[src/rtl/resp_packetizer_if.sv]
// Handshake bundle for resp_packetizer: 128-bit response in, framed bytes out.
// The master modport is the packetizer's view; slave is the surrounding logic.
interface resp_packetizer_if;
   logic         resp_valid;
   logic [127:0] resp_data;
   logic         resp_ready;
   logic [7:0]   byte_data;
   logic         byte_valid;
   logic         byte_ready;

   modport master (
      input  resp_valid, resp_data, byte_ready,
      output resp_ready, byte_data, byte_valid
   );

   modport slave (
      output resp_valid, resp_data, byte_ready,
      input  resp_ready, byte_data, byte_valid
   );
endinterface

[src/rtl/resp_packetizer.sv]
// Frames a captured 128-bit PUF response as SYNC + 16 data bytes + XOR checksum
// for a byte-wide UART transmitter.
module resp_packetizer #(
   parameter logic [7:0] SYNC_BYTE = 8'hA5,
   parameter bit         MSB_FIRST = 1'b1
) (
   input  logic              clk,
   input  logic              rst,
   resp_packetizer_if.master bus,
   output logic              busy,
   output logic              pkt_done,
   output logic [15:0]       pkt_count
);
   typedef enum logic [2:0] {IDLE, SYNC, DATA, CSUM, DONE} state_t;

   state_t       r_state;
   logic [127:0] r_shadow;
   logic [3:0]   r_index;
   logic [7:0]   r_csum;
   logic [7:0]   r_byte_data;
   logic         r_byte_valid;
   logic         r_resp_ready;
   logic         r_busy;
   logic         r_pkt_done;
   logic [15:0]  r_pkt_count;

   logic         w_xfer;
   logic [7:0]   w_csum_next;

   // Byte number idx of the shadow word in transmit order (15 - idx == ~idx).
   function automatic logic [7:0] sel_byte(input logic [127:0] word, input logic [3:0] idx);
      logic [3:0] pos;
      pos = MSB_FIRST ? ~idx : idx;
      return word[{pos, 3'b000} +: 8];
   endfunction

   assign w_xfer      = r_byte_valid & bus.byte_ready;
   assign w_csum_next = r_csum ^ r_byte_data;

   // NOTE: every output below is a register updated with <=, so the next byte is
   // prepared on the same edge that retires the current one.
   always_ff @(posedge clk) begin
      if (rst) begin
         r_state      <= IDLE;
         r_shadow     <= '0;
         r_index      <= '0;
         r_csum       <= '0;
         r_byte_data  <= '0;
         r_byte_valid <= 1'b0;
         r_resp_ready <= 1'b1;
         r_busy       <= 1'b0;
         r_pkt_done   <= 1'b0;
         r_pkt_count  <= '0;
      end else begin
         r_pkt_done <= 1'b0;
         case (r_state)
            IDLE: begin
               if (bus.resp_valid) begin
                  r_shadow     <= bus.resp_data;
                  r_state      <= SYNC;
                  r_byte_data  <= SYNC_BYTE;
                  r_byte_valid <= 1'b1;
                  r_resp_ready <= 1'b0;
                  r_busy       <= 1'b1;
                  r_index      <= '0;
                  r_csum       <= '0;
               end
            end
            SYNC: begin
               if (w_xfer) begin
                  r_state     <= DATA;
                  r_index     <= '0;
                  r_byte_data <= sel_byte(r_shadow, 4'd0);
               end
            end
            DATA: begin
               if (w_xfer) begin
                  r_csum  <= w_csum_next;
                  r_index <= r_index + 4'd1;
                  if (r_index == 4'd15) begin
                     r_state     <= CSUM;
                     r_byte_data <= w_csum_next;
                  end else begin
                     r_byte_data <= sel_byte(r_shadow, r_index + 4'd1);
                  end
               end
            end
            CSUM: begin
               if (w_xfer) begin
                  r_state      <= DONE;
                  r_byte_valid <= 1'b0;
                  r_byte_data  <= '0;
                  r_pkt_done   <= 1'b1;
               end
            end
            DONE: begin
               r_state      <= IDLE;
               r_resp_ready <= 1'b1;
               r_busy       <= 1'b0;
               r_pkt_count  <= r_pkt_count + 16'd1;
            end
            default: r_state <= IDLE;
         endcase
      end
   end

   assign bus.resp_ready = r_resp_ready;
   assign bus.byte_data  = r_byte_data;
   assign bus.byte_valid = r_byte_valid;
   assign busy           = r_busy;
   assign pkt_done       = r_pkt_done;
   assign pkt_count      = r_pkt_count;
endmodule

[src/flat_wrapper.sv]
// flat-port wrapper written by rule: the top's interface ports become plain ports
module resp_packetizer_flat 
#(
   parameter logic [7:0] SYNC_BYTE = 8'hA5,
   parameter bit         MSB_FIRST = 1'b1
)
  (clk, rst, busy, pkt_done, pkt_count, bus_resp_valid, bus_resp_data, bus_byte_ready, bus_resp_ready, bus_byte_data, bus_byte_valid);
  resp_packetizer_if bus_i ();
  input  logic clk;
  input  logic rst;
  output logic busy;
  output logic pkt_done;
  output logic [15:0] pkt_count;
  input wire logic [$bits(bus_i.resp_valid)-1:0] bus_resp_valid;
  input wire logic [$bits(bus_i.resp_data)-1:0] bus_resp_data;
  input wire logic [$bits(bus_i.byte_ready)-1:0] bus_byte_ready;
  output wire logic [$bits(bus_i.resp_ready)-1:0] bus_resp_ready;
  output wire logic [$bits(bus_i.byte_data)-1:0] bus_byte_data;
  output wire logic [$bits(bus_i.byte_valid)-1:0] bus_byte_valid;
  assign bus_i.resp_valid = bus_resp_valid;
  assign bus_i.resp_data = bus_resp_data;
  assign bus_i.byte_ready = bus_byte_ready;
  assign bus_resp_ready = bus_i.resp_ready;
  assign bus_byte_data = bus_i.byte_data;
  assign bus_byte_valid = bus_i.byte_valid;
  resp_packetizer #(.SYNC_BYTE(SYNC_BYTE), .MSB_FIRST(MSB_FIRST)) u_core (.clk(clk), .rst(rst), .bus(bus_i), .busy(busy), .pkt_done(pkt_done), .pkt_count(pkt_count));
endmodule
[config.mk]
export PLATFORM = sky130hd
export DESIGN_NAME = resp_packetizer_flat
export DESIGN_NICKNAME = d
export VERILOG_FILES = /design/src/rtl/resp_packetizer_if.sv /design/src/rtl/resp_packetizer.sv /design/src/flat_wrapper.sv
export SDC_FILE = /design/constraint.sdc
export NUM_CORES = 1
export LEC_CHECK = 0
export ABC_AREA = 1
export BUFFER_PORTS_ARGS = -buffer_cell sky130_fd_sc_hd__buf_2
export CAP_MARGIN = 20
export CORE_MARGIN = 2
export CORE_UTILIZATION = 55
export CTS_CLUSTER_SIZE = 10
export DETAILED_ROUTE_END_ITERATION = 8
export GPL_TIMING_DRIVEN = 0
export MAX_ROUTING_LAYER = met4
export PLACE_DENSITY_LB_ADDON = 0.1
export SYNTH_ARGS = -nofsm -noshare
export SYNTH_HDL_FRONTEND = slang
export SYNTH_SLANG_ARGS = --single-unit
[constraint.sdc]
create_clock -name clk -period 2.05 [get_ports clk]
set_input_delay 0 -clock clk [delete_from_list [all_inputs] [get_ports clk]]
set_output_delay 0 -clock clk [all_outputs]
set_load 0.05 [all_outputs]
* Word level (Yosys, flattened, before mapping)
Cells that the tools add are included.
** Operators by class
- Shift operators :: 1
- Bitwise logic cells :: 4
- Add/sub/neg operators :: 2
- Eq/ne operators :: 10
- Reduce and logical (&&, ||, !) cells :: 14
- Multiplexer cells :: 26
** Operators with widths (count)
- $shiftx 128x8->8 :: 1
- $mux 8 :: 7
- $pmux 8 s4 :: 1
- $add 16x1->16 const B :: 1
- $pmux 8 s2 :: 1
- $mux 3 :: 5
- $mux 4 :: 3
- $pmux 3 s4 :: 1
- $pmux 4 s3 :: 1
- $reduce_and 5->1 :: 2
- $ne 2x1->1 const B :: 4
- $xor 8x8->8 :: 1
- $eq 3x2->1 const B :: 2
- $pmux 1 s2 :: 3
- $reduce_and 3->1 :: 2
- $reduce_bool 2->1 :: 3
- $add 4x1->4 const B :: 1
- $eq 4x4->1 const B :: 1
- $mux 1 :: 4
- $not 4->4 :: 1
- $reduce_and 2->1 :: 2
- $reduce_and 4->1 :: 1
- $reduce_bool 4->1 :: 1
- $eq 3x1->1 const B :: 1
- other kinds (7) :: 7
** Word-level totals
- Output and inout bits :: 28
- Input bits :: 132
- Logic and storage cells :: 67
- Register bits :: 171

* Longest topological paths before layout
Gate-level depths: netlist of the first run.
- Depth after elaboration :: 6
- Mapped depth :: 12
- Mapped depth without buffers :: 10

* Least setup slack after synthesis of the first run
OpenSTA, ideal clock, no wires.
- Path kind :: reg2reg
- Start point :: register u_core.r_pkt_count[3] (netlist: u_core.pkt_count[3])
- End point :: register u_core.r_pkt_count[14] (netlist: u_core.pkt_count[14])
- Required time :: 1916 ps
- Path buffers :: 0
- Data arrival time :: 1693 ps
- Library setup time :: 134 ps
- Slack :: 222 ps
- Cell stages (with the launch flop) :: 8
- Period minus slack after synthesis :: 1828 ps
- Path through :: dfxtp_1 > inv_1 > nor3_4 > nand4_1 > nor2_2 > nand3_1 > nor2_1 > nor3b_2
** Between the ends
- Word-level cells in the longest chain between the ends :: 1
** Ends and longest elaborated chain
- start: declaration :: line resp_packetizer.sv:25 : logic [15:0] r_pkt_count;
- start signal: assignment :: line resp_packetizer.sv:100 : r_pkt_count <= r_pkt_count + 16'd1;
- $add 16x1->16 :: line resp_packetizer.sv:100
No other way between the ends.
A chain may end at the register's enable or synchronous reset.

* Worst setup path after layout of the first run
- Start point :: register u_core.r_index[1]
- End point :: register u_core.r_byte_data[6] (netlist: u_core.bus.byte_data[6])
** Between the ends
- Word-level cells in the longest chain between the ends :: 6
- Elaborated cells between the ends (all ways) :: 7
- Classes of those cells :: 1 x add/sub; 1 x eq/ne; 1 x shift; 3 x mux; 1 x bitwise
** Ends and longest elaborated chain
- start: declaration :: line resp_packetizer.sv:18 : logic [3:0] r_index;
- start signal: assignment :: line resp_packetizer.sv:79 : r_index <= r_index + 4'd1;
- $add 4x1->4 :: line resp_packetizer.sv:84 : r_byte_data <= sel_byte(r_shadow, r_index + 4'd1);
- $not 4->4 :: line resp_packetizer.sv:33 : pos = MSB_FIRST ? ~idx : idx;
- $shiftx 128x8->8 :: line resp_packetizer.sv:34 : return word[{pos, 3'b000} +: 8];
- $mux 8 * :: line resp_packetizer.sv:80 : if (r_index == 4'd15) begin
- $mux 8 * :: line resp_packetizer.sv:77 : if (w_xfer) begin
- $pmux 8 s4 * :: line resp_packetizer.sv:56 : case (r_state)
- end signal: assignment :: line resp_packetizer.sv:73 : r_byte_data <= sel_byte(r_shadow, 4'd0);
- end signal: assignment :: line resp_packetizer.sv:82 : r_byte_data <= w_csum_next;
- end signal: assignment :: line resp_packetizer.sv:84
- end: declaration :: line resp_packetizer.sv:20 : logic [7:0] r_byte_data;
Mark *: on every way between the ends. The rest lies on a longest branch, timed or not. The select of a mux whose other input is x is not followed.

==> flow_summary.json, run 1 <==
{
  "grt_pass1_vias": 8374,
  "holdCritPathClass": "input port to register",
  "overflow": 0,
  "wire_per_inst_um": 16.8,
  "clkTransAtPathRegs_ns": 0.06,
  "finalHoldViolations": 0,
  "areaGrowthSynthToFinish_pct": 37.6,
  "cpMaxStageDelayCell": "dfxtp_1",
  "drc": 0,
  "gp_congestion": 0.929,
  "fillCellCount": 1015,
  "drt_iter0_drc": 797,
  "finish.utilization": 0.773,
  "clock_path_buffers": 2,
  "p_sw_uw": 5020,
  "cts_max_level": 4,
  "placed_area_um2": 8780,
  "drv_cap": 0,
  "yosysWarnings": 0,
  "crit_family": "simple AND/OR/NAND/NOR gates",
  "status": "finished with violations",
  "p_int_uw": 7460,
  "antenna_found_initial": 1,
  "p_seq_frac": 0.353,
  "netlist_area_um2": 7760,
  "dieWidth_um": 123,
  "cts_tree": "yes",
  "period_share": 1.01,
  "clock.fmax_ghz": 0.485,
  "pwr-share-clk": 0.242,
  "peakVddDrop_v": 0.000646,
  "finClkSkew_ns": 0.00596,
  "critPathRequiredTime_ns": 2.34,
  "rows": 43,
  "p_comb_frac": 0.405,
  "violations": "setup timing",
  "pre_cts_slack_ns": -0.0705,
  "cts_sinks": 171,
  "numPortBuffers": 158,
  "cp-start-kind": "register",
  "syn_nets": 1213,
  "path_buf_inv": 1,
  "syn_inst": 1079,
  "postRouteAntennaNets": 0,
  "drtPass1Iterations": 5,
  "clockRootBuffer": "clkbuf_16",
  "slew_headroom": 0.552,
  "grt_max_degree": 17,
  "cellLeakagePower_uw": 0.00469,
  "tns_ns": -0.0125,
  "numCtsBuffers": 17,
  "synth_area_per_cell_um2": 7.20,
  "synth_cell_types": 39,
  "die_y_um": 123,
  "fin_cells": 1578,
  "post-cts-setup-buffers": 0,
  "crit_path_end_kind": "register",
  "drive_gt1_frac": 0.187,
  "critical-path-max-stage-delay_ns": 0.37,
  "powerDensity_nw_per_um2": 1170,
  "finalSetupViolCount": 1,
  "final_area_um2": 10700,
  "grt_pass1_wl_um": 41000,
  "via_per_inst": 5.45,
  "rrSetupSlack_ns": -0.01,
  "switching_share": 0.402,
  "setup_ws_ns": -0.0125,
  "ys_seq_elements": 171,
  "critPathArrivalTime_ns": 2.35,
  "wl_um": 26400,
  "initial_core_util": 0.561,
  "fp.coreArea_um2": 13800,
  "worstPathCellList": "ha_2, xnor2_4, buf_2, nand3_1, nand3_1, nand3_1, nand2_1, nand2_1, nand2_1, a21oi_1",
  "path_max_fanout": 10,
  "grt_usage": 0.367,
  "worstSetupPathType": "register to register",
  "io_pins": 160,
  "nNetsFinal": 1518,
  "place_hpwl_um": 17100,
  "rsz0062_at_grt": "true",
  "slew_violations": 0,
  "ys_seq_area_frac": 0.441,
  "clk-insertion-delay-late_ns": 0.43,
  "layout_min_cycle_time_ns": 2.06,
  "num_vias": 8603,
  "die_area_um2": 15100,
  "dp_cells": 1417,
  "worst_slew_pin_slew_ns": 0.672
}
==> sequential cells by signal, summed over array words and instances (netlist names) <==
register / cells
u_core.bus.byte_data: 8
u_core.bus.byte_valid: 1
u_core.bus.resp_ready: 1
u_core.busy: 1
u_core.pkt_count: 16
u_core.pkt_done: 1
u_core.r_csum: 8
u_core.r_index: 4
u_core.r_shadow: 128
u_core.r_state: 3
==> final timing paths <==
| check | startpoint | cells past startpoint | end |
|---|---|---|---|
| hold / removal | bus_resp_valid | 6 | u_core.r_state[0] |
| setup reg to reg | u_core.r_index[1] | 10 | u_core.bus.byte_data[6] |
| setup / recovery | u_core.r_index[1] | 10 | u_core.bus.byte_data[6] |
| hold reg to reg | u_core.r_shadow[91] | 2 | u_core.r_shadow[91] |
==> layer usage <==
layer  part of all wire  global-route usage  vias to the layer above
met5                  0                   -                        -
met4              0.036               0.169                        0
met3              0.075              0.0637                       80
met2               0.48               0.603                      365
met1               0.41               0.439                     3976
li1                   -                   -                     4182
==> cells in the final DEF (no fill, tap or decap), drive strengths merged, types with 13 or more instances in the layout <==
cell type    netlist  routed
nand2            214     214
o21ai            124     124
clkbuf            38      59
o211ai            16      16
a21oi            171     171
nor3              13      13
buf               35     192
dlygate4sd3        0     129
nor2              29      29
dfxtp            171     171
nand3            103     103
xor2              13      13
inv              128     128
==> repair_timing <==
action,CTS,global route
hold buffers,129,0
setup endpoints to repair,7,12
resized for setup,6,16
endpoints found under the hold margin,130,0
==> cell usage after synthesis <==
library cell / number / area [µm²]
inv_2: 9 / 33.8
nor2_4: 2 / 22.5
nor2_1: 25 / 93.8
a211oi_2: 2 / 25.0
buf_2: 24 / 120
o21a_1: 1 / 7.51
o21ai_2: 1 / 8.76
nor4_1: 1 / 6.26
ha_1: 2 / 25.0
nand2_1: 209 / 785
nand4_1: 4 / 25.0
buf_6: 2 / 22.5
dfxtp_1: 171 / 3420
buf_1: 2 / 7.51
clkbuf_1: 38 / 143
nor3_1: 12 / 60.1
buf_4: 7 / 52.6
nand2_2: 4 / 25.0
a211oi_1: 6 / 45.0
o221a_2: 1 / 11.3
nor2_2: 2 / 12.5
or2_1: 1 / 6.26
xor2_2: 2 / 32.5
a21oi_1: 171 / 856
nand3_4: 1 / 17.5
xor2_1: 11 / 96.3
xnor2_1: 1 / 8.76
o22ai_2: 1 / 12.5
nand3_2: 2 / 20.0
inv_1: 119 / 447
nor3b_2: 2 / 25.0
xnor2_2: 1 / 16.3
o21ai_1: 4 / 20.0
nor3_4: 1 / 16.3
o21ai_0: 119 / 596
nand2_4: 1 / 11.3
nand3_1: 100 / 500
o31ai_1: 1 / 7.51
o211ai_1: 16 / 120
==> per-stage QoR <==
| stage | power [µW] | hold WS (ns) |
|---|---|---|
| after floorplan | 7740 | 0.143 |
| after global placement | 8990 | 0.253 |
| after detailed placement | 9090 | 0.255 |
| after CTS | 12300 | 0.0569 |
| after global routing | 13200 | 0.0908 |
| final | 12500 | 0.0588 |
==> logic make-up after synthesis <==
group                      after synthesis  share of synthesized area
AOI/OAI and AO/OA                      323                      0.220
xor gates and xnor gates                15                     0.0198
adders and majority gates                2                    0.00322
buffers and inverters                  201                      0.106
DFF                                    171                      0.441
and+or+nand+nor                        367                      0.210
==> power by group through the flow <==
| stage | registers, µW | logic, µW | clock network (µW) |
|---|---|---|---|
| after floorplan | 4560 | 3180 | 0 |
| after global placement | 4430 | 4560 | 0 |
| after detailed placement | 4450 | 4640 | 0 |
| after CTS | 4380 | 4880 | 3010 |
| after global routing | 4460 | 5590 | 3170 |
| final | 4400 | 5050 | 3020 |
==> cell type report <==
class                      instances  area [µm²]  share of cell area
multi-input combinational        707        3560               0.333
antenna                            1        2.50            0.000234
buffer                            72         363              0.0340
inverter                         128         480              0.0450
clock inverter                    11        97.6             0.00913
timing repair buffer             287        2080               0.195
tap                              180         225              0.0211
sequential                       171        3420               0.320
clock buffer                      21         450              0.0422
==> worst min-delay path, delay by kind of cell <==
kind	cells	cell delay, ns
AOI/OAI and AO/OA	2	0.14
and+or+nand+nor	2	0.14
buffers and inverters	2	0.16
(Power assumes the default switching activity.)
==> inputs of run 2 (changes only) <==
- CORE_UTILIZATION: 55 -> 44
==> flow_summary.json, run 2 (synthesis gave the netlist of run 1 again) <==
{
  "status": "finished clean",
  "grtUsageMet2": 0.473,
  "nNetsFinal": 1517,
  "largest_register": "u_core.r_shadow",
  "p_int_uw": 7690,
  "fin_cells": 1621,
  "clock_path_buffers": 2,
  "grt_max_degree": 20,
  "rsz0062_at_grt": "true",
  "drv_cap": 0,
  "critical-path-max-stage-delay_ns": 0.37,
  "grt_usage": 0.293,
  "p_seq_frac": 0.344,
  "finClkSkew_ns": 0.0120,
  "fp.coreArea_um2": 17300,
  "path_max_fanout": 10,
  "numCtsBuffers": 17,
  "grt_pass1_wl_um": 40700,
  "dieWidth_um": 137,
  "crit_path_end_kind": "register",
  "critPathArrivalTime_ns": 2.27,
  "worstSetupPathType": "register to register",
  "antenna_cells": 0,
  "drtPass1Iterations": 7,
  "cts_sinks": 171,
  "drc": 0,
  "wire_per_inst_um": 16.2,
  "slew_headroom": 0.482,
  "final_cell_mix": "209 x nand2_1, 180 x buf_2, 171 x dfxtp_1",
  "peakVddDrop_v": 0.000803,
  "powerDensity_nw_per_um2": 1180,
  "initial_core_util": 0.449,
  "drt_iter0_drc": 547,
  "top_usage_layer": "met2",
  "num_vias": 8348,
  "place_hpwl_um": 18000,
  "drive_gt1_frac": 0.189,
  "cts_max_level": 4,
  "period_share": 0.970,
  "clock.fmax_ghz": 0.503,
  "clk-insertion-delay-late_ns": 0.43,
  "cts_tree": "yes",
  "largest_reg_flops": 128,
  "p_sw_uw": 5050,
  "gp_congestion": 0.911,
  "grt_pass1_vias": 8032,
  "antenna_found_initial": 0,
  "worst_slew_pin_slew_ns": 0.777,
  "clkTransAtPathRegs_ns": 0.07,
  "cellLeakagePower_uw": 0.00472,
  "numPortBuffers": 158,
  "via_per_inst": 5.15,
  "use_met1": 0.368,
  "holdCritPathClass": "input port to register",
  "grtUsageMet3": 0.0437,
  "slew_violations": 0,
  "io_pins": 160,
  "clockRootBuffer": "clkbuf_16",
  "layout_min_cycle_time_ns": 1.99,
  "layout_commonest_cell": "nand2_1",
  "pwr-share-clk": 0.263,
  "finalHoldViolations": 0,
  "critPathRequiredTime_ns": 2.33,
  "overflow": 0,
  "p_comb_frac": 0.393,
  "worstPathCellList": "ha_2, xor2_4, buf_4, nand3_1, nand3_1, nand3_1, nand2_1, nand2_1, nand2_1, a21oi_1",
  "finalSetupViolCount": 0,
  "dp_cells": 1462,
  "switching_share": 0.396,
  "die_area_um2": 18700,
  "cpMaxStageDelayCell": "dfxtp_1",
  "areaGrowthSynthToFinish_pct": 39.1,
  "cp-start-kind": "register",
  "rows": 48,
  "wl_um": 26200,
  "die_y_um": 137,
  "postRouteAntennaNets": 0,
  "total_power_uw": 12700
}
run 2: cell count changes in the layout (fill, tap and decap cells not counted):
cell / delta
clkbuf_8: +3
clkbuf_2: -1
a21oi_1: -2
clkbuf_1: -2
bufinv_16: +1
diode_2: -1
a21oi_2: +2
buf_6: -1
inv_6: +4
clkinvlp_4: -2
clkinv_2: -3
run 2: cell type report:
type,instances,area (µm²)
Fill cell,1598,6500
Multi-Input combinational cell,707,3570
Sequential cell,171,3420
Timing Repair Buffer,287,2080
Clock buffer,21,480
Inverter,128,480
Buffer,71,350
Tap cell,225,282
Clock inverter,11,133
run 2: layer usage:
layer  part of all wire  vias to the layer above
met2               0.47                      310
met4              0.032                        0
met5                  0                        -
met3              0.053                       74
li1                   -                     4172
met1               0.45                     3792
run 2: metrics by stage:
step | TNS (ns) | utilization | cell area [µm²] | setup slack, ns | hold WS (ns)
global route | -0.0475 | 0.624 | 10800 | -0.0342 | 0.0607
CTS | 0 | 0.622 | 10800 | 0.0112 | 0.0424
detailed placement | -0.674 | 0.511 | 8840 | -0.142 | 0.256
global placement | -0.345 | 0.511 | 8840 | -0.0906 | 0.252
finish | 0 | 0.624 | 10800 | 0.0622 | 0.0531
floorplan | 0 | - | 7760 | 0.222 | 0.143
run 2: critical path, delay by kind of cell, from the launching register on:
kind            cells  cell delay, ns
compound gates      1            0.06
xor+xnor            1            0.30
fa+ha+maj           1            0.32
buf+inv             1            0.26
flops               1            0.37
simple gates        6            0.51
run 2: power groups by stage:
stage                     Combinational [µW]  Clock [µW]  Sequential [µW]
after global placement                  4650           0             4430
after global routing                    5580        3500             4450
after floorplan                         3180           0             4560
after CTS                               4920        3380             4380
final                                   5010        3350             4390
after detailed placement                4690           0             4450
run 2: final timing paths:
path	start	slack, ns	cells past startpoint	end
min reg2reg	u_core.r_shadow[68]	0.45	2	u_core.r_shadow[68]
min	bus_resp_valid	0.05	6	u_core.r_state[0]
max	u_core.r_index[1]	0.06	10	u_core.bus.byte_data[4]
max reg2reg	u_core.r_index[1]	0.06	10	u_core.bus.byte_data[4]
run 2: timing repair:
action | 4_1_cts | 5_1_grt
gates resized for setup | 6 | 14
gates cloned | 0 | 0
hold buffers | 129 | 0
endpoints found under the setup margin | 8 | 12
hold endpoints to repair | 130 | 0
setup buffers | 0 | 0
